$ cat src/rtl/shift_rot_unit_pkg.sv
// Shared constants, opcode encodings and FSM state type for the shift/rotate unit.
// Every file in this unit imports this package so all of them use the same encodings.
package shift_rot_unit_pkg;

  localparam int WIDTH = 16;
  localparam int AMT_W = 4;

  localparam logic [2:0] OP_ROL = 3'b000;
  localparam logic [2:0] OP_SLL = 3'b001;
  localparam logic [2:0] OP_ROR = 3'b010;
  localparam logic [2:0] OP_SRA = 3'b011;
  localparam logic [2:0] OP_BTR = 3'b100;

  typedef enum logic [1:0] {
    ST_IDLE  = 2'b00,
    ST_SHIFT = 2'b01,
    ST_DONE  = 2'b10
  } state_e;

  // Opcodes 101..111 all pass the operand through unchanged.
  function automatic logic is_pass(input logic [2:0] op);
    return op > OP_BTR;
  endfunction

endpackage

$ cat src/rtl/shift_rot_unit_btr.sv
// Purely combinational 16-bit bit reversal: Out[i] = In[15-i].
module shift_rot_unit_btr
  import shift_rot_unit_pkg::*;
(
  input  logic [WIDTH-1:0] In,
  output logic [WIDTH-1:0] Out
);

  for (genvar gi = 0; gi < WIDTH; gi++) begin : g_rev
    assign Out[gi] = In[WIDTH-1-gi];
  end

endmodule

$ cat src/rtl/shift_rot_unit.sv
// Iterative one-bit-per-cycle shift/rotate unit with a valid/ready handshake on both
// sides; BTR and PASS finish in a single cycle and the result register holds under stall.
module shift_rot_unit
  import shift_rot_unit_pkg::*;
(
  input  logic             clk,
  input  logic             rst_n,
  input  logic             flush,
  input  logic             in_valid,
  output logic             in_ready,
  input  logic [2:0]       in_op,
  input  logic [WIDTH-1:0] in_a,
  input  logic [AMT_W-1:0] in_amt,
  output logic             out_valid,
  input  logic             out_ready,
  output logic [WIDTH-1:0] out_result
);

  state_e           r_state;
  state_e           w_state_next;
  logic [2:0]       r_op;
  logic [WIDTH-1:0] r_work;
  logic [AMT_W-1:0] r_cnt;
  logic [WIDTH-1:0] r_result;

  logic [WIDTH-1:0] w_btr;
  logic [WIDTH-1:0] w_step;
  logic             w_direct;
  logic             w_last;

  shift_rot_unit_btr u_btr (
    .In  (in_a),
    .Out (w_btr)
  );

  assign in_ready   = (r_state == ST_IDLE);
  assign out_valid  = (r_state == ST_DONE);
  assign out_result = r_result;

  // Ops that need no iteration complete straight from IDLE.
  assign w_direct = (in_op == OP_BTR) || is_pass(in_op) || (in_amt == '0);
  assign w_last   = (r_cnt == AMT_W'(1));

  always_comb begin
    w_step = r_work;
    case (r_op)
      OP_ROL:  w_step = {r_work[WIDTH-2:0], r_work[WIDTH-1]};
      OP_SLL:  w_step = {r_work[WIDTH-2:0], 1'b0};
      OP_ROR:  w_step = {r_work[0], r_work[WIDTH-1:1]};
      OP_SRA:  w_step = {r_work[WIDTH-1], r_work[WIDTH-1:1]};
      default: w_step = r_work;
    endcase
  end

  always_comb begin
    w_state_next = r_state;
    if (flush) begin
      w_state_next = ST_IDLE;
    end else begin
      case (r_state)
        ST_IDLE:  if (in_valid) w_state_next = w_direct ? ST_DONE : ST_SHIFT;
        ST_SHIFT: if (w_last) w_state_next = ST_DONE;
        ST_DONE:  if (out_ready) w_state_next = ST_IDLE;
        default:  w_state_next = ST_IDLE;
      endcase
    end
  end

  always_ff @(posedge clk) begin
    if (!rst_n) begin
      r_state  <= ST_IDLE;
      r_op     <= '0;
      r_work   <= '0;
      r_cnt    <= '0;
      r_result <= '0;
    end else begin
      r_state <= w_state_next;
      // A flush leaves the datapath untouched; only the state returns to IDLE.
      if (!flush) begin
        case (r_state)
          ST_IDLE: begin
            if (in_valid) begin
              r_op   <= in_op;
              r_cnt  <= in_amt;
              r_work <= in_a;
              if (in_op == OP_BTR) r_result <= w_btr;
              else if (w_direct)   r_result <= in_a;
            end
          end
          ST_SHIFT: begin
            r_work <= w_step;
            r_cnt  <= r_cnt - AMT_W'(1);
            if (w_last) r_result <= w_step;
          end
          default: ;
        endcase
      end
    end
  end

endmodule

$ cat config.mk
export PLATFORM = sky130hd
export DESIGN_NAME = shift_rot_unit
export DESIGN_NICKNAME = d
export VERILOG_FILES = /design/src/rtl/shift_rot_unit_pkg.sv /design/src/rtl/shift_rot_unit_btr.sv /design/src/rtl/shift_rot_unit.sv
export SDC_FILE = /design/constraint.sdc
export NUM_CORES = 1
export LEC_CHECK = 0
export CORE_UTILIZATION = 40
export CTS_BUF_LIST = sky130_fd_sc_hd__clkbuf_4 sky130_fd_sc_hd__clkbuf_8
export DETAILED_ROUTE_END_ITERATION = 10
export HOLD_SLACK_MARGIN = 0.03
export RECOVER_POWER = 100
export SYNTH_ARGS = -nofsm -noshare
export SYNTH_HDL_FRONTEND = slang
export SYNTH_SLANG_ARGS = --single-unit
export TNS_END_PERCENT = 1
$ cat constraint.sdc
create_clock -name clk -period 3.8 [get_ports clk]
set_input_delay 0.76 -clock clk [delete_from_list [all_inputs] [get_ports clk]]
set_output_delay 0.76 -clock clk [all_outputs]
set_load 0.01 [all_outputs]
==> metrics.csv <==
metric;value;unit
fin_cells;375;
design.die.area;6320;um2
synthesis.area_per_instance;9.03;um2
drt_wl_total;5860;um
clkSlewWorstSetupHoldPaths;80;ps
ioPinCount;46;
timing.critical_path.slowest_cell_delay;1020;ps
hold_buffers;0;
post_synth_inst_count;266;
detailedRoute.firstIterationViolations;71;
synth_sequential_area_ratio;34.2;%
post-cts-setup-buffers;0;
maximum_fanout_encountered_on_the_critical_timing_path;35;
vias_per_cell;5.53;
clock.fmax;359;MHz
place.port_buffers;45;
netlist.area_leader.share;34.2;%
drive_gt1_share;13.9;%
synth-seq-cells;41;
antenna-diode-count;0;
skew_pair_late_insertion_delay;300;ps
synth_area_leaders;sky130_fd_sc_hd__dfxtp_1, sky130_fd_sc_hd__mux2i_1, sky130_fd_sc_hd__o21ai_0;
floorplan.rows;27;
routed_wire_length_per_instance;15.6;um
clock_tree_from_tritoncts;done;
tritoncts_num_sinks;41;
drv_cap;0;
coreArea;5640;um2
tritoncts.num_buffers;5;
final_net_count;332;
leakage;0.00109;uW
grt_util_all_layers;19.5;%
yosys_most_used_dff;sky130_fd_sc_hd__dfxtp_1;
setup-tns-final;0;ps
gp_congestion;0.817;
largest_net_degree_at_the_start_of_global_routing;36;
critPathBufInv;2;
power-per-cell-area;365;nW/um2
timing_worst_setup_path_type;input pin to register;
yosys.area.top_type;sky130_fd_sc_hd__dfxtp_1;
numPlacedInstances;367;
timing.critical_path.max_delay_family;buffers and inverters;
ys_async_sr_fraction;0;%
critPathLaunchType;input pin;
cts_resized;0;
initial_utilization;42.6;%
max-clock-path-buffers;2;
global_route.overflow_total;0;
period_share;73.2;%
drc;0;
clock_tree.root_cell;sky130_fd_sc_hd__clkbuf_8;
headroom_to_the_max_slew_limit;9.58;%
crit_required;4020;ps
first_pass_grt_wire_length;9610;um
worstHoldPathType;register to register;
die_w;79.5;um
finClkSkew;10.6;ps
worstMarginPinSlew;1360;ps
synth_enable_flop_cells;0;
min_period;2780;ps
via_count_of_the_first_global_routing_pass;1995;
worstPathCellList;dlygate4sd3_1, nor3_1, clkbuf_1, o211ai_1, a21oi_1;
worst-endpoint-arrival;3000;ps
synth.distinct_cells;48;
vdd.ir_drop.worst;203;uV
synthToLayoutAreaGrowth;23.3;%
initial_antenna_violation_count;0;
firstDrtPassIters;4;
result_of_the_run;complete, no violations;
cpMaxStageDelayCell;sky130_fd_sc_hd__clkbuf_1;
timing_hold_violations_final;0;
ant_nets;0;
clock_tree.htree_level_count;2;
setup_viol;0;
synthesis.area;2400;um2
via_count;2075;
place_hpwl;3930;um
final_max_slew_violation_count;0;
unrepaired_setup_endpoints_after_global_routing;false;
die_height;79.5;um
synth.net_count;296;
warnings_synthesis;0;
worstSetupEndpointType;register;
flip-flops by register name, indices dropped and copies added (netlist names):
signal and cells:
r_work 16, out_result 16, r_op 3, r_state 2, r_cnt 4
per-layer routing:
metal  part of all wire (%)  vias to the layer above  track usage (%)  wire length, um
met1                     50                      973             26.6             2930
li1                       -                     1056                -                -
met3                    3.6                        7             3.54              209
met2                     45                       39             31.0             2650
met5                      0                        -                0                0
met4                    1.1                        0             5.82               63
where the power goes:
group / leakage (uW) / switching (uW) / internal (uW) / total, uW
Combinational: 0.000691 / 85.5 / 95.4 / 181
Clock: 0.0000681 / 158 / 261 / 419
Sequential: 0.000336 / 26.0 / 455 / 481
Total: 0.00109 / 270 / 811 / 1080
Yosys cell counts (all sizes together) (5+ instances only):
master  number
nand2b      15
o211ai      16
inv          5
clkbuf       8
mux2        15
nor2        10
buf         14
nand2       20
a21oi        5
dfxtp       41
mux2i       19
a22o        16
a31oi       16
o21ai       35
worst paths after layout:
kind | endpoint | start | depth (start not counted) | slack [ps]
max | r_cnt[1]$_SDFFE_PN0P_ | flush | 5 | 1020
min | out_result[7]$_SDFFE_PN0P_ | out_result[7]$_SDFFE_PN0P_ | 1 | 480
max reg2reg | r_cnt[1]$_SDFFE_PN0P_ | r_state[0]$_SDFFE_PP0P_ | 5 | 1490
min reg2reg | out_result[7]$_SDFFE_PN0P_ | out_result[7]$_SDFFE_PN0P_ | 1 | 480
final cells by class:
class | count | area [um2]
well taps | 72 | 90.1
repair buffers | 51 | 488
clock buffers | 5 | 68.8
flip-flops and latches | 41 | 821
inverters | 6 | 22.5
fillers | 546 | 2680
multi-input cells | 197 | 1410
clock inverters | 3 | 65.1
metrics by stage:
stage	area (um2)	util [%]	total power [uW]	hold WS (ps)	worst slack [ps]
after global placement	2850	50.4	676	468	1150
after floorplan	2400	-	603	458	1900
after detailed placement	2850	50.4	677	463	1090
after CTS	2980	52.8	1100	487	1380
final	2960	52.5	1080	481	1020
after global routing	2960	52.5	1130	506	845
kinds of logic after synthesis:
family	count (synthesis)	synth area share, %
simple gates	65	15.8
mux	34	15.0
compound gates	96	26.8
fa+ha+maj	2	1.04
flops	41	34.2
buf+inv	28	7.14
cells in the final DEF, fill, tap and decap left out, types with 6 or more instances in the layout:
cell,instances
sky130_fd_sc_hd__mux2_2,14
sky130_fd_sc_hd__nand2_1,20
sky130_fd_sc_hd__nor2_1,10
sky130_fd_sc_hd__dlygate4sd3_1,20
sky130_fd_sc_hd__a31oi_1,16
sky130_fd_sc_hd__mux2i_1,19
sky130_fd_sc_hd__dfxtp_1,41
sky130_fd_sc_hd__nand2b_1,15
sky130_fd_sc_hd__a22o_1,10
sky130_fd_sc_hd__clkdlybuf4s50_1,25
sky130_fd_sc_hd__a22o_2,6
sky130_fd_sc_hd__o211ai_1,16
sky130_fd_sc_hd__o21ai_0,35
No activity file was read; power rests on OpenSTA's default activity.
